`src/rtl/pc_sequencer.sv`:
```
// Fetch-side program counter: issues req/ack instruction fetches, applies
// branch/jump/jump-register redirects and delivers fetched words to decode.
module pc_sequencer #(
    parameter logic [31:0] RESET_ADDR = 32'h0000_0000
) (
    input  logic        clk,
    input  logic        rst_n,
    input  logic        branch_taken,
    input  logic        jump,
    input  logic        jump_reg,
    input  logic [31:0] redir_pc,
    input  logic [31:0] branch_offset,
    input  logic [27:0] jump_field,
    input  logic [31:0] jump_reg_addr,
    input  logic        stall,
    output logic        imem_req,
    output logic [31:0] imem_addr,
    input  logic        imem_ack,
    input  logic [31:0] imem_rdata,
    output logic        fetch_valid,
    output logic [31:0] fetch_instr,
    output logic [31:0] fetch_pc,
    output logic [31:0] fetch_pc_plus4,
    output logic        addr_err
);

    typedef enum logic [1:0] {IDLE, FETCH, HOLD} state_t;

    state_t      state, state_next;
    logic        gap, gap_next;
    logic        pend, pend_next;
    logic [31:0] pend_addr, pend_addr_next;
    logic [31:0] pc, pc_next;
    logic [31:0] pc_plus4, redir_plus4, target;
    logic        redirect, ack_acc, squash;
    logic        unused_bits;

    assign unused_bits = ^branch_offset[31:30];

    assign pc_plus4    = pc + 32'd4;
    assign redir_plus4 = redir_pc + 32'd4;
    assign redirect    = branch_taken | jump | jump_reg;
    // Acks are only meaningful against a live request; stray acks are dropped.
    assign ack_acc     = imem_req & imem_ack;
    assign squash      = pend | redirect;

    always_comb begin
        target = redir_plus4 + {branch_offset[29:0], 2'b00};
        if (jump_reg)
            target = {jump_reg_addr[31:2], 2'b00};
        else if (jump)
            target = {redir_plus4[31:28], jump_field};
    end

    // State register
    always_ff @(posedge clk or negedge rst_n) begin
        if (!rst_n) begin
            state <= IDLE;
            gap   <= 1'b0;
        end else begin
            state <= state_next;
            gap   <= gap_next;
        end
    end

    // Next-state logic; gap marks the idle cycle that follows each ack
    always_comb begin
        state_next = state;
        gap_next   = gap;
        case (state)
            IDLE: begin
                state_next = stall ? HOLD : FETCH;
                gap_next   = 1'b0;
            end
            FETCH: begin
                if (ack_acc) begin
                    if (stall) begin
                        state_next = HOLD;
                        gap_next   = 1'b0;
                    end else begin
                        gap_next = 1'b1;
                    end
                end else if (gap) begin
                    gap_next = 1'b0;
                    if (stall)
                        state_next = HOLD;
                end
            end
            HOLD: begin
                gap_next = 1'b0;
                if (!stall)
                    state_next = FETCH;
            end
            default: begin
                state_next = IDLE;
                gap_next   = 1'b0;
            end
        endcase
    end

    // Output logic
    always_comb begin
        imem_req  = (state == FETCH) && !gap;
        imem_addr = pc;
    end

    // A redirect during an outstanding request waits in pend until the ack.
    always_comb begin
        pc_next        = pc;
        pend_next      = pend;
        pend_addr_next = pend_addr;
        if (imem_req) begin
            if (ack_acc) begin
                pend_next = 1'b0;
                if (redirect)
                    pc_next = target;
                else if (pend)
                    pc_next = pend_addr;
                else
                    pc_next = pc_plus4;
            end else if (redirect) begin
                pend_next      = 1'b1;
                pend_addr_next = target;
            end
        end else if (redirect) begin
            pc_next = target;
        end
    end

    always_ff @(posedge clk or negedge rst_n) begin
        if (!rst_n) begin
            pc             <= RESET_ADDR;
            pend           <= 1'b0;
            pend_addr      <= 32'd0;
            fetch_valid    <= 1'b0;
            fetch_instr    <= 32'd0;
            fetch_pc       <= 32'd0;
            fetch_pc_plus4 <= 32'd0;
            addr_err       <= 1'b0;
        end else begin
            pc          <= pc_next;
            pend        <= pend_next;
            pend_addr   <= pend_addr_next;
            fetch_valid <= ack_acc && !squash;
            addr_err    <= jump_reg && (jump_reg_addr[1:0] != 2'b00);
            if (ack_acc && !squash) begin
                fetch_instr    <= imem_rdata;
                fetch_pc       <= pc;
                fetch_pc_plus4 <= pc_plus4;
            end
        end
    end

endmodule

```
`config.mk`:
```
export PLATFORM = sky130hd
export DESIGN_NAME = pc_sequencer
export DESIGN_NICKNAME = d
export VERILOG_FILES = /design/src/rtl/pc_sequencer.sv
export SDC_FILE = /design/constraint.sdc
export NUM_CORES = 1
export LEC_CHECK = 0
export BUFFER_PORTS_ARGS = -buffer_cell sky130_fd_sc_hd__buf_4
export CORE_MARGIN = 2
export CORE_UTILIZATION = 35
export CTS_CLUSTER_DIAMETER = 120
export DETAILED_ROUTE_END_ITERATION = 10
export SETUP_SLACK_MARGIN = 0.02
export SLEW_MARGIN = 10
export SYNTH_ARGS = -nofsm -noshare
export SYNTH_HDL_FRONTEND = slang
export SYNTH_SLANG_ARGS = --single-unit
```
`constraint.sdc`:
```
create_clock -name clk -period 2 [get_ports clk]
set_input_delay 0.3 -clock clk [delete_from_list [all_inputs] [get_ports clk]]
set_output_delay 0.3 -clock clk [all_outputs]
set_load 0.05 [all_outputs]
```
==> summary.txt, run 1 <==
status: complete, but fails checks
failing checks: setup timing
Overflow after GRT: 0
starting density of the core: 35.81%
fmax: 0.3267 GHz
Sw Share: 42.30%
clock group share of total power: 21.7%
Yosys warnings: 0
Die H: 173.1 um
post-synthesis sequential area ratio: 41.03%
CTS tree: yes
largest cells by area after synthesis: dfrtp_1, mux2_2, nand2_1
Setup CP Type: input pin to flip-flop
type of destination of the critical path: flip-flop
worst setup margin: -1061 ps
clock tree root driver cell: clkbuf_16
share of the synthesized area in the top cell type: 41.03%
net count after synthesis: 1295
Slew Limit Fails: 0
RSZ-0062 raised after global routing: true
# rows: 61
period utilisation layout: 153.0%
Placed Area: 14520 sq um
top-count cell post-synth: dfrtp_1
Yosys cell types: 63
# setup viols final: 50
die area: 29950 sq um
number of synthesized flops with an enable pin: 0
GP Congestion: 0.9376
R2R depth: 9
largest net degree at the start of global routing: 86
Mapped Avg Cell Area: 9.134 sq um
core area: 27930 sq um
synth cell count leaders: dfrtp_1, nand2_1, o21ai_0
Place WS: -1671 ps
Final min period: 3061 ps
Fillers: 2523
Routed WL: 34390 um
Die Span X: 173.1 um
Mapped Area: 10000 sq um
CP Launch Point: redir_pc[5]
#FFs+latches synth: 164
internal power: 9.194 mW
WP data required: 2310 ps
FF-to-FF Start: imem_addr[5]
Worst Path Max Fanout: 5
number of global-route vias before repair: 10190
post-synthesis cell count: 1095
Slew @ Worst Pin: 445.9 ps
DR vias/cell: 5.013
drt drc: 0
Routed WL per cell: 17.19 um
Clock Skew: 8.140 ps
Fin Setup TNS: -32960 ps
Syn-to-layout area delta: 63.05%
cell area after layout: 16310 sq um
Ports: 294
via count: 10030
Fin. Hold Viols: 0
leakage: 7.749 nW
clk_lat worst skew: 420 ps
asr flop ratio synth: 100.0%
PD cells: 977.2 nW/um^2
Total GRT Usage: 22.55%
dpl cells: 1932
post-route ant nets: 0
H-tree depth: 4
# clock sinks: 164
Non-Filler Instances: 2001
layout cells sized above 1: 52.07%
maximum clock path buffer count: 2
slew margin rel.: 70.27%
min-delay src: stall
Layout Nets: 1808
number of I/O port buffers: 291
first-pass GRT wire length: 54390 um
maxcap violations: 0
TritonCTS Buffers: 17
main flop type after synthesis: dfrtp_1
starting DRC count in detailed routing: 596
hold depth: 2
drt first pass iters: 5
Worst setup SP type: input pin
Logic pwr share: 48.3%
hpwl dp: 26540 um
initial antenna violation count: 3
Worst-path clk slew: 70 ps
Switch Pwr: 6.741 mW
sequential share of power: 30.0%
Hold WC Path Type: input pin to flip-flop
Worst VDD drop: 0.0005650 V
final hold slack: 46.63 ps
WP data arrival: 3370 ps
area leader, netlist: dfrtp_1
==> cells by family (layout without fill, tap and decap cells) <==
logic type,Yosys count,after routing,synth area share (%)
compound gates,286,286,17.65
flops,164,164,41.03
mux,91,91,10.11
other cells,0,2,0
buf+inv,75,601,3.065
xor+xnor,74,74,6.555
simple gates,368,368,16.89
fa+ha+maj,37,37,4.704
==> power groups by stage <==
stage / combinational (mW) / clock, mW / sequential [mW]
after floorplan: 2.09 / 0 / 7.18
after global placement: 7.20 / 0 / 4.81
after detailed placement: 7.27 / 0 / 4.85
after CTS: 7.55 / 3.54 / 4.79
after global routing: 8.17 / 3.68 / 4.91
final: 7.69 / 3.46 / 4.79
==> layer usage <==
| layer | share of wire (%) | vias to the layer above | track usage, % |
|---|---|---|---|
| li1 | - | 4951 | - |
| met1 | 45 | 4721 | 30.72 |
| met2 | 47 | 331 | 37.32 |
| met3 | 6.3 | 27 | 4.068 |
| met4 | 1.2 | 2 | 5.191 |
| met5 | 0.047 | - | 0 |
==> flip-flops by register name, summed over array words and instances (netlist names) <==
name            flops
gap                 1
pend                1
addr_err            1
pend_addr          32
fetch_pc           32
state               2
imem_addr          32
fetch_instr        32
fetch_pc_plus4     30
fetch_valid         1
==> worst max-delay path: stages <==
cell,delay (ps)
buf_6,70
and3_4,210
and4_4,270
nand2_1,90
xnor2_2,140
ha_1,300
and3_4,190
and3_4,180
a221oi_2,210
nand2_1,120
a21o_1,210
a2111oi_4,460
buf_4,190
mux2i_1,170
nand4_1,110
o211a_1,120
==> layout by cell type (no fill, tap or decap), drive strengths merged, types with 11 or more instances in the layout <==
| cell | n |
|---|---|
| a211oi | 13 |
| a21o | 12 |
| a21oi | 65 |
| and3 | 17 |
| buf | 554 |
| clkbuf | 19 |
| dfrtp | 164 |
| ha | 36 |
| inv | 20 |
| mux2 | 80 |
| mux2i | 11 |
| nand2 | 162 |
| nand3 | 32 |
| nand4 | 14 |
| nor2 | 88 |
| nor3 | 21 |
| o211ai | 17 |
| o21a | 12 |
| o21ai | 115 |
| xnor2 | 41 |
| xor2 | 33 |
==> final cells by class <==
type                       instances  area (sq um)  area share [%]
tap                              378         473.0           2.900
clock buffer                      17         425.4           2.609
sequential                       164          4121           25.27
inverter                          12         51.30          0.3146
clock inverter                    15         191.4           1.174
antenna                            2         5.005         0.03069
timing repair buffer             557          4504           27.62
multi-input combinational        856          6536           40.08
==> worst paths after layout <==
check,to,slack (ps)
max,imem_addr[31],-1060
min in group asynchronous,fetch_pc_plus4[10],320
max reg2reg,imem_addr[31],-120
min,gap,50
min reg2reg,fetch_pc_plus4[30],480
max in group asynchronous,imem_addr[2],960
==> per-stage QoR <==
step	utilization [%]	power [mW]
2_1_floorplan	-	9.269
3_3_place_gp	51.99	12.01
3_5_place_dp	51.99	12.12
4_1_cts	57.05	15.89
5_1_grt	58.36	16.76
6_report	58.38	15.94
==> what timing repair did <==
item,CTS,global route
buffers inserted,29,10
setup endpoints to repair,55,115
gates resized for setup,138,57
pin swaps,73,41
cloned,0,2
hold buffers,1,0
hold endpoints to repair,26,0
Power figures use the tool's default switching activity.
==> run 2, diff against run 1 <==
==> constraint.sdc (replaced) <==
create_clock -name clk -period 3.1 [get_ports clk]
set_input_delay 0.465 -clock clk [delete_from_list [all_inputs] [get_ports clk]]
set_output_delay 0.465 -clock clk [all_outputs]
set_load 0.05 [all_outputs]
==> run 2 against run 1 <==
  * The flow still finishes with violations (setup timing)
  * Total power decreased by 39%
  * Via count decreased by 3.7%
  * Worst hold slack improved by 150 ps
  * Combinational power down 42%
  * Final area fell by 8.5%
  * Critical endpoint is now pend_addr[31]
  * Largest cell class unchanged
  * Largest power group unchanged
  * Highest routed layer is now met4
==> summary.txt, run 2 (same netlist as run 1, synthesis figures left out) <==
Die Span X: 173.1 um (unchanged)
commonest non-fill, non-tap cell in the layout: buf_4 (unchanged)
slew margin rel.: 41.72% (was 70.27%)
Layout Nets: 1730 (was 1808)
WP data required: 3390 ps (was 2310 ps)
# clock sinks: 164 (unchanged)
Routed WL: 32620 um (was 34390 um)
most frequent cells in the layout: buf_4, dfrtp_1, nand2_1 (was buf_4, nand2_1, dfrtp_1)
number of I/O port buffers: 291 (unchanged)
Worst-path clk slew: 70 ps (about the same)
clock tree root driver cell: clkbuf_16 (unchanged)
Total GRT Usage: 21.45% (was 22.55%)
starting DRC count in detailed routing: 554 (was 596)
via count: 9660 (was 10030)
min-delay src: stall (unchanged)
Fin. Hold Viols: 0 (unchanged)
clk_lat worst skew: 430 ps (was 420 ps)
failing checks: setup timing (unchanged)
core area: 27930 sq um (unchanged)
Worst VDD drop: 0.0003558 V (was 0.0005650 V)
Worst setup SP type: input pin (unchanged)
Worst Path Max Fanout: 5 (unchanged)
Syn-to-layout area delta: 49.21% (was 63.05%)
RSZ-0062 raised after global routing: true (unchanged)
FF-to-FF Start: imem_addr[8] (was imem_addr[5])
DR vias/cell: 5.029 (was 5.013)
diode count: 0 (was 2)
Routed WL per cell: 16.98 um (was 17.19 um)
maxcap violations: 0 (unchanged)
hpwl dp: 25700 um (was 26540 um)
Place WS: -752.9 ps (was -1671 ps)
Hold WC Path Type: input pin to flip-flop (unchanged)
Setup CP Type: input pin to flip-flop (unchanged)
number of global-route vias before repair: 9454 (was 10190)
Final min period: 3163 ps
period utilisation layout: 102.0%
die area: 29950 sq um (unchanged)
PD cells: 656.0 nW/um^2 (was 977.2 nW/um^2)
Fin Setup TNS: -115.7 ps (was -32960 ps)
TritonCTS Buffers: 17 (unchanged)
initial antenna violation count: 0 (was 3)
GP Congestion: 0.9316 (was 0.9376)
drt first pass iters: 5 (unchanged)
WP data arrival: 3460 ps (was 3370 ps)
Fillers: 2642 (was 2523)
post-route ant nets: 0 (unchanged)
fmax: 0.3161 GHz
type of destination of the critical path: flip-flop (unchanged)
largest net degree at the start of global routing: 102 (was 86)
CTS tree: yes (unchanged)
Slew Limit Fails: 0 (unchanged)
Slew @ Worst Pin: 874.2 ps (was 445.9 ps)
first-pass GRT wire length: 51310 um (was 54390 um)
layout cells sized above 1: 44.07% (was 52.07%)
Clock Skew: 12.47 ps (was 8.140 ps)
leakage: 7.131 nW (was 7.749 nW)
cell area after layout: 14920 sq um (was 16310 sq um)
Die H: 173.1 um (unchanged)
Placed Area: 13760 sq um (was 14520 sq um)
status: complete, but fails checks (unchanged)
CP Launch Point: redir_pc[6] (was redir_pc[5])
H-tree depth: 4 (unchanged)
# rows: 61 (unchanged)
starting density of the core: 35.81% (unchanged)
Overflow after GRT: 0 (unchanged)
maximum clock path buffer count: 2 (unchanged)
Ports: 294 (unchanged)
drt drc: 0 (unchanged)
worst setup margin: -63.50 ps (was -1061 ps)
# setup viols final: 2 (was 50)
## run 2: cell count changes in the layout (fill, tap and decap cells not counted), moves of 14 or more
cell | previous run | this run
buf_4 | 509 | 459
o21ai_0 | 60 | 96
o21ai_1 | 38 | 14
buf_6 | 32 | 16
dfrtp_1 | 150 | 164
dfrtp_2 | 14 | 0
## run 2: final cells by class
class / count / area, sq um / area share [%]
timing repair buffer: 479 / 3696 / 24.77
inverter: 12 / 45.04 / 0.3018
clock buffer: 18 / 429.2 / 2.876
clock inverter: 14 / 176.4 / 1.182
sequential: 164 / 4104 / 27.50
multi-input combinational: 856 / 6001 / 40.21
tap: 378 / 473.0 / 3.169
## run 2: timing repair
action,in CTS,in global routing
resized for setup,21,95
hold endpoints to repair,22,0
setup buffers,5,10
hold buffers,1,0
pin swaps,14,39
endpoints found under the setup margin,18,29
## run 2: per-layer routing
metal	vias to the layer above	share of wire [%]	global-route usage, %	wire (um)
li1	4786	-	-	-
met4	0	1.3	5.332	430
met2	318	45	34.00	14720
met1	4530	47	29.60	15420
met5	-	0	0	0
met3	26	6.3	4.969	2040
## run 2: critical path: stages
cell and delay [ps]:
buf_6 70, and3_4 220, and4_4 290, nand2_2 70, xnor2_2 140, ha_1 300, and3_4 190, and3_4 170
a221oi_2 210, nand2_1 110, a21o_1 210, a2111oi_4 280, buf_4 190, mux2i_1 220, mux2i_1 210, o211ai_1 100
## run 2: power by group
group,switching (mW),internal (mW),total (mW)
clock,0.894,1.28,2.17
combinational,2.84,1.63,4.47
sequential,0.426,2.72,3.15
## run 2: worst paths after layout
path | endpoint | slack (ps) | cells after the start
max reg2reg | imem_addr[31] | 600 | 9
min | gap | 190 | 2
min reg2reg | pend_addr[4] | 470 | 2
min in group asynchronous | fetch_instr[1] | 470 | 2
max in group asynchronous | pend_addr[25] | 1820 | 3
max | pend_addr[31] | -60 | 16
## run 2: per-stage QoR
stage          cells  util [%]  hold WS [ps]  total power [mW]
2_1_floorplan   1095         -         169.4             5.911
5_1_grt         1921     53.43         178.4             10.31
6_report        1921     53.43         195.0             9.791
3_3_place_gp    1873     49.26         333.4             7.481
3_5_place_dp    1873     49.26         333.5             7.553
4_1_cts         1911     51.90         178.4             9.767
==> run 3, diff against run 2 <==
--- a/config.mk
+++ b/config.mk
@@ -6,10 +6,12 @@
 export NUM_CORES = 1
 export LEC_CHECK = 0
 export BUFFER_PORTS_ARGS = -buffer_cell sky130_fd_sc_hd__buf_4
+export CAP_MARGIN = 20
 export CORE_MARGIN = 2
 export CORE_UTILIZATION = 35
 export CTS_CLUSTER_DIAMETER = 120
 export DETAILED_ROUTE_END_ITERATION = 10
+export REMOVE_ABC_BUFFERS = 1
 export SETUP_SLACK_MARGIN = 0.02
 export SLEW_MARGIN = 10
 export SYNTH_ARGS = -nofsm -noshare
==> run 3 against run 2 <==
  * Clock-buffer cell count is 1 higher
  * Final area is 1.3% lower
  * Non-clock buffer count is 10 lower
  * Worst hold slack improved by 3.7 ps
  * Core utilization fell by 0.67 points
  * Fmax is 2.1% lower
  * Clock power is 7% lower
  * The run still ends with setup timing left
  * Critical endpoint unchanged
  * Wire length shrank 1.3%
==> summary.txt, run 3 (same netlist as run 1, synthesis figures left out) <==
initial antenna violation count: 1 (was 0)
die area: 29950 sq um (unchanged)
number of global-route vias before repair: 9557 (was 9454)
TritonCTS Buffers: 17 (unchanged)
Slew Limit Fails: 0 (unchanged)
final hold slack: 198.7 ps (was 195.0 ps)
Final min period: 3232 ps (was 3163 ps)
Non-Filler Instances: 1912 (was 1921)
first-pass GRT wire length: 50720 um (was 51310 um)
drt drc: 0 (unchanged)
Routed WL: 32200 um (was 32620 um)
Hold WC Path Type: input pin to flip-flop (unchanged)
Layout Nets: 1720 (was 1730)
Die H: 173.1 um (unchanged)
Fin. Hold Viols: 0 (unchanged)
layout cells sized above 1: 42.92% (was 44.07%)
commonest non-fill, non-tap cell in the layout: buf_4 (unchanged)
# rows: 61 (unchanged)
fmax: 0.3094 GHz (was 0.3161 GHz)
Ports: 294 (unchanged)
Placed Area: 13650 sq um (was 13760 sq um)
core area: 27930 sq um (unchanged)
type of destination of the critical path: flip-flop (unchanged)
number of I/O port buffers: 291 (unchanged)
Overflow after GRT: 0 (unchanged)
RSZ-0062 raised after global routing: true (unchanged)
hpwl dp: 24520 um (was 25700 um)
maxcap violations: 0 (unchanged)
# clock sinks: 164 (unchanged)
Worst VDD drop: 0.0003088 V (was 0.0003558 V)
clk_lat worst skew: 430 ps (about the same)
GP Congestion: 0.9132 (was 0.9316)
final core occ: 52.75% (was 53.43%)
Worst Path Max Fanout: 4 (was 5)
PD cells: 651.9 nW/um^2 (was 656.0 nW/um^2)
post-route ant nets: 0 (unchanged)
via count: 9605 (was 9660)
Worst setup SP type: input pin (unchanged)
Worst-path clk slew: 70 ps (about the same)
overall power: 9.607 mW (was 9.791 mW)
Syn-to-layout area delta: 47.34% (was 49.21%)
Slew @ Worst Pin: 766.8 ps (was 874.2 ps)
Register Area: 4105 sq um (was 4104 sq um)
# setup viols final: 2 (unchanged)
Die Span X: 173.1 um (unchanged)
WP data arrival: 3520 ps (was 3460 ps)
leakage: 7.078 nW (was 7.131 nW)
DR vias/cell: 5.024 (was 5.029)
WP data required: 3390 ps (about the same)
clock tree root driver cell: clkbuf_16 (unchanged)
CTS tree: yes (unchanged)
maximum clock path buffer count: 2 (unchanged)
Clock Skew: 14.31 ps (was 12.47 ps)
footprint of the multi-input gates: 5943 sq um (was 6001 sq um)
Total GRT Usage: 20.96% (was 21.45%)
FF-to-FF Start: imem_addr[8] (unchanged)
cell area after layout: 14740 sq um (was 14920 sq um)
worst setup margin: -132.5 ps (was -63.50 ps)
CP Launch Point: redir_pc[10] (was redir_pc[6])
status: complete, but fails checks (unchanged)
H-tree depth: 4 (unchanged)
slew margin rel.: 48.88% (was 41.72%)
largest net degree at the start of global routing: 61 (was 102)
Routed WL per cell: 16.84 um (was 16.98 um)
dpl cells: 1861 (was 1873)
period utilisation layout: 104.3% (was 102.0%)
min-delay src: stall (unchanged)
failing checks: setup timing (unchanged)
most frequent cells in the layout: buf_4, dfrtp_1, nand2_1 (unchanged)
starting density of the core: 35.81% (unchanged)
drt first pass iters: 5 (unchanged)
Fillers: 2683 (was 2642)
starting DRC count in detailed routing: 423 (was 554)
Setup CP Type: input pin to flip-flop (unchanged)
==> run 3: cell types whose count changed in the layout (fill, tap and decap cells not counted), sizes merged <==
| cell | change |
|---|---|
| inv | +4 |
| clkbuf | +1 |
| bufinv | -3 |
| clkinv | -3 |
| clkinvlp | +1 |
| buf | -10 |
| diode | +1 |
==> run 3: final cells by class <==
cell class              instances  area share, %
diodes                          1        0.01698
clock buffers                  19          3.074
clock inverters                13         0.7641
inverters                      12         0.3057
multi-input cells             856          40.33
flip-flops and latches        164          27.86
well taps                     378          3.209
repair buffers                469          24.44
==> run 3: timing repair <==
action,CTS,global route
gates resized for setup,25,66
endpoints found under the hold margin,40,0
hold buffers,1,0
buffers inserted,7,11
pin swaps,17,35
endpoints found under the setup margin,16,29
==> run 3: path summary, 6_finish.rpt <==
kind                                 endpoint  slack (ps)  cells past startpoint
max                             pend_addr[31]        -130                     16
min reg2reg                     pend_addr[18]         480                      2
min in group asynchronous            addr_err         560                      2
max reg2reg                     imem_addr[31]         610                      9
min                                       gap         200                      2
max in group asynchronous  fetch_pc_plus4[10]        1730                      3
==> run 3: report_power, final <==
group          leakage [nW]  internal, mW  switching [mW]
Combinational          4.71          1.61            2.78
Sequential             2.09          2.72           0.473
Clock                 0.270          1.09           0.926
==> run 3: layer usage <==
layer | up-vias | GRT usage, % | share of wire [%]
met4 | 0 | 7.345 | 2.5
li1 | 4767 | - | -
met5 | - | 0 | 0
met3 | 43 | 3.562 | 5.1
met2 | 278 | 34.83 | 47
met1 | 4517 | 27.56 | 45
==> run 3: metrics by stage <==
step / setup WS, ps / TNS [ps]
finish: -132.5 / -210.6
global route: -296.2 / -758.6
CTS: -127.2 / -267.2
detailed placement: -748.8 / -13660
global placement: -624.7 / -12060
floorplan: -1219 / -70500
==> run 3: critical path: stages <==
cell and delay [ps]:
buf_6 70, and4_4 260, and4_4 220, buf_6 120, nand2_4 50, xnor2_2 130, ha_1 310, and3_4 160
and3_4 170, a221oi_2 210, nand2_1 110, a21o_1 220, a2111oi_4 360, mux2i_1 290, mux2i_1 250, o211ai_1 120
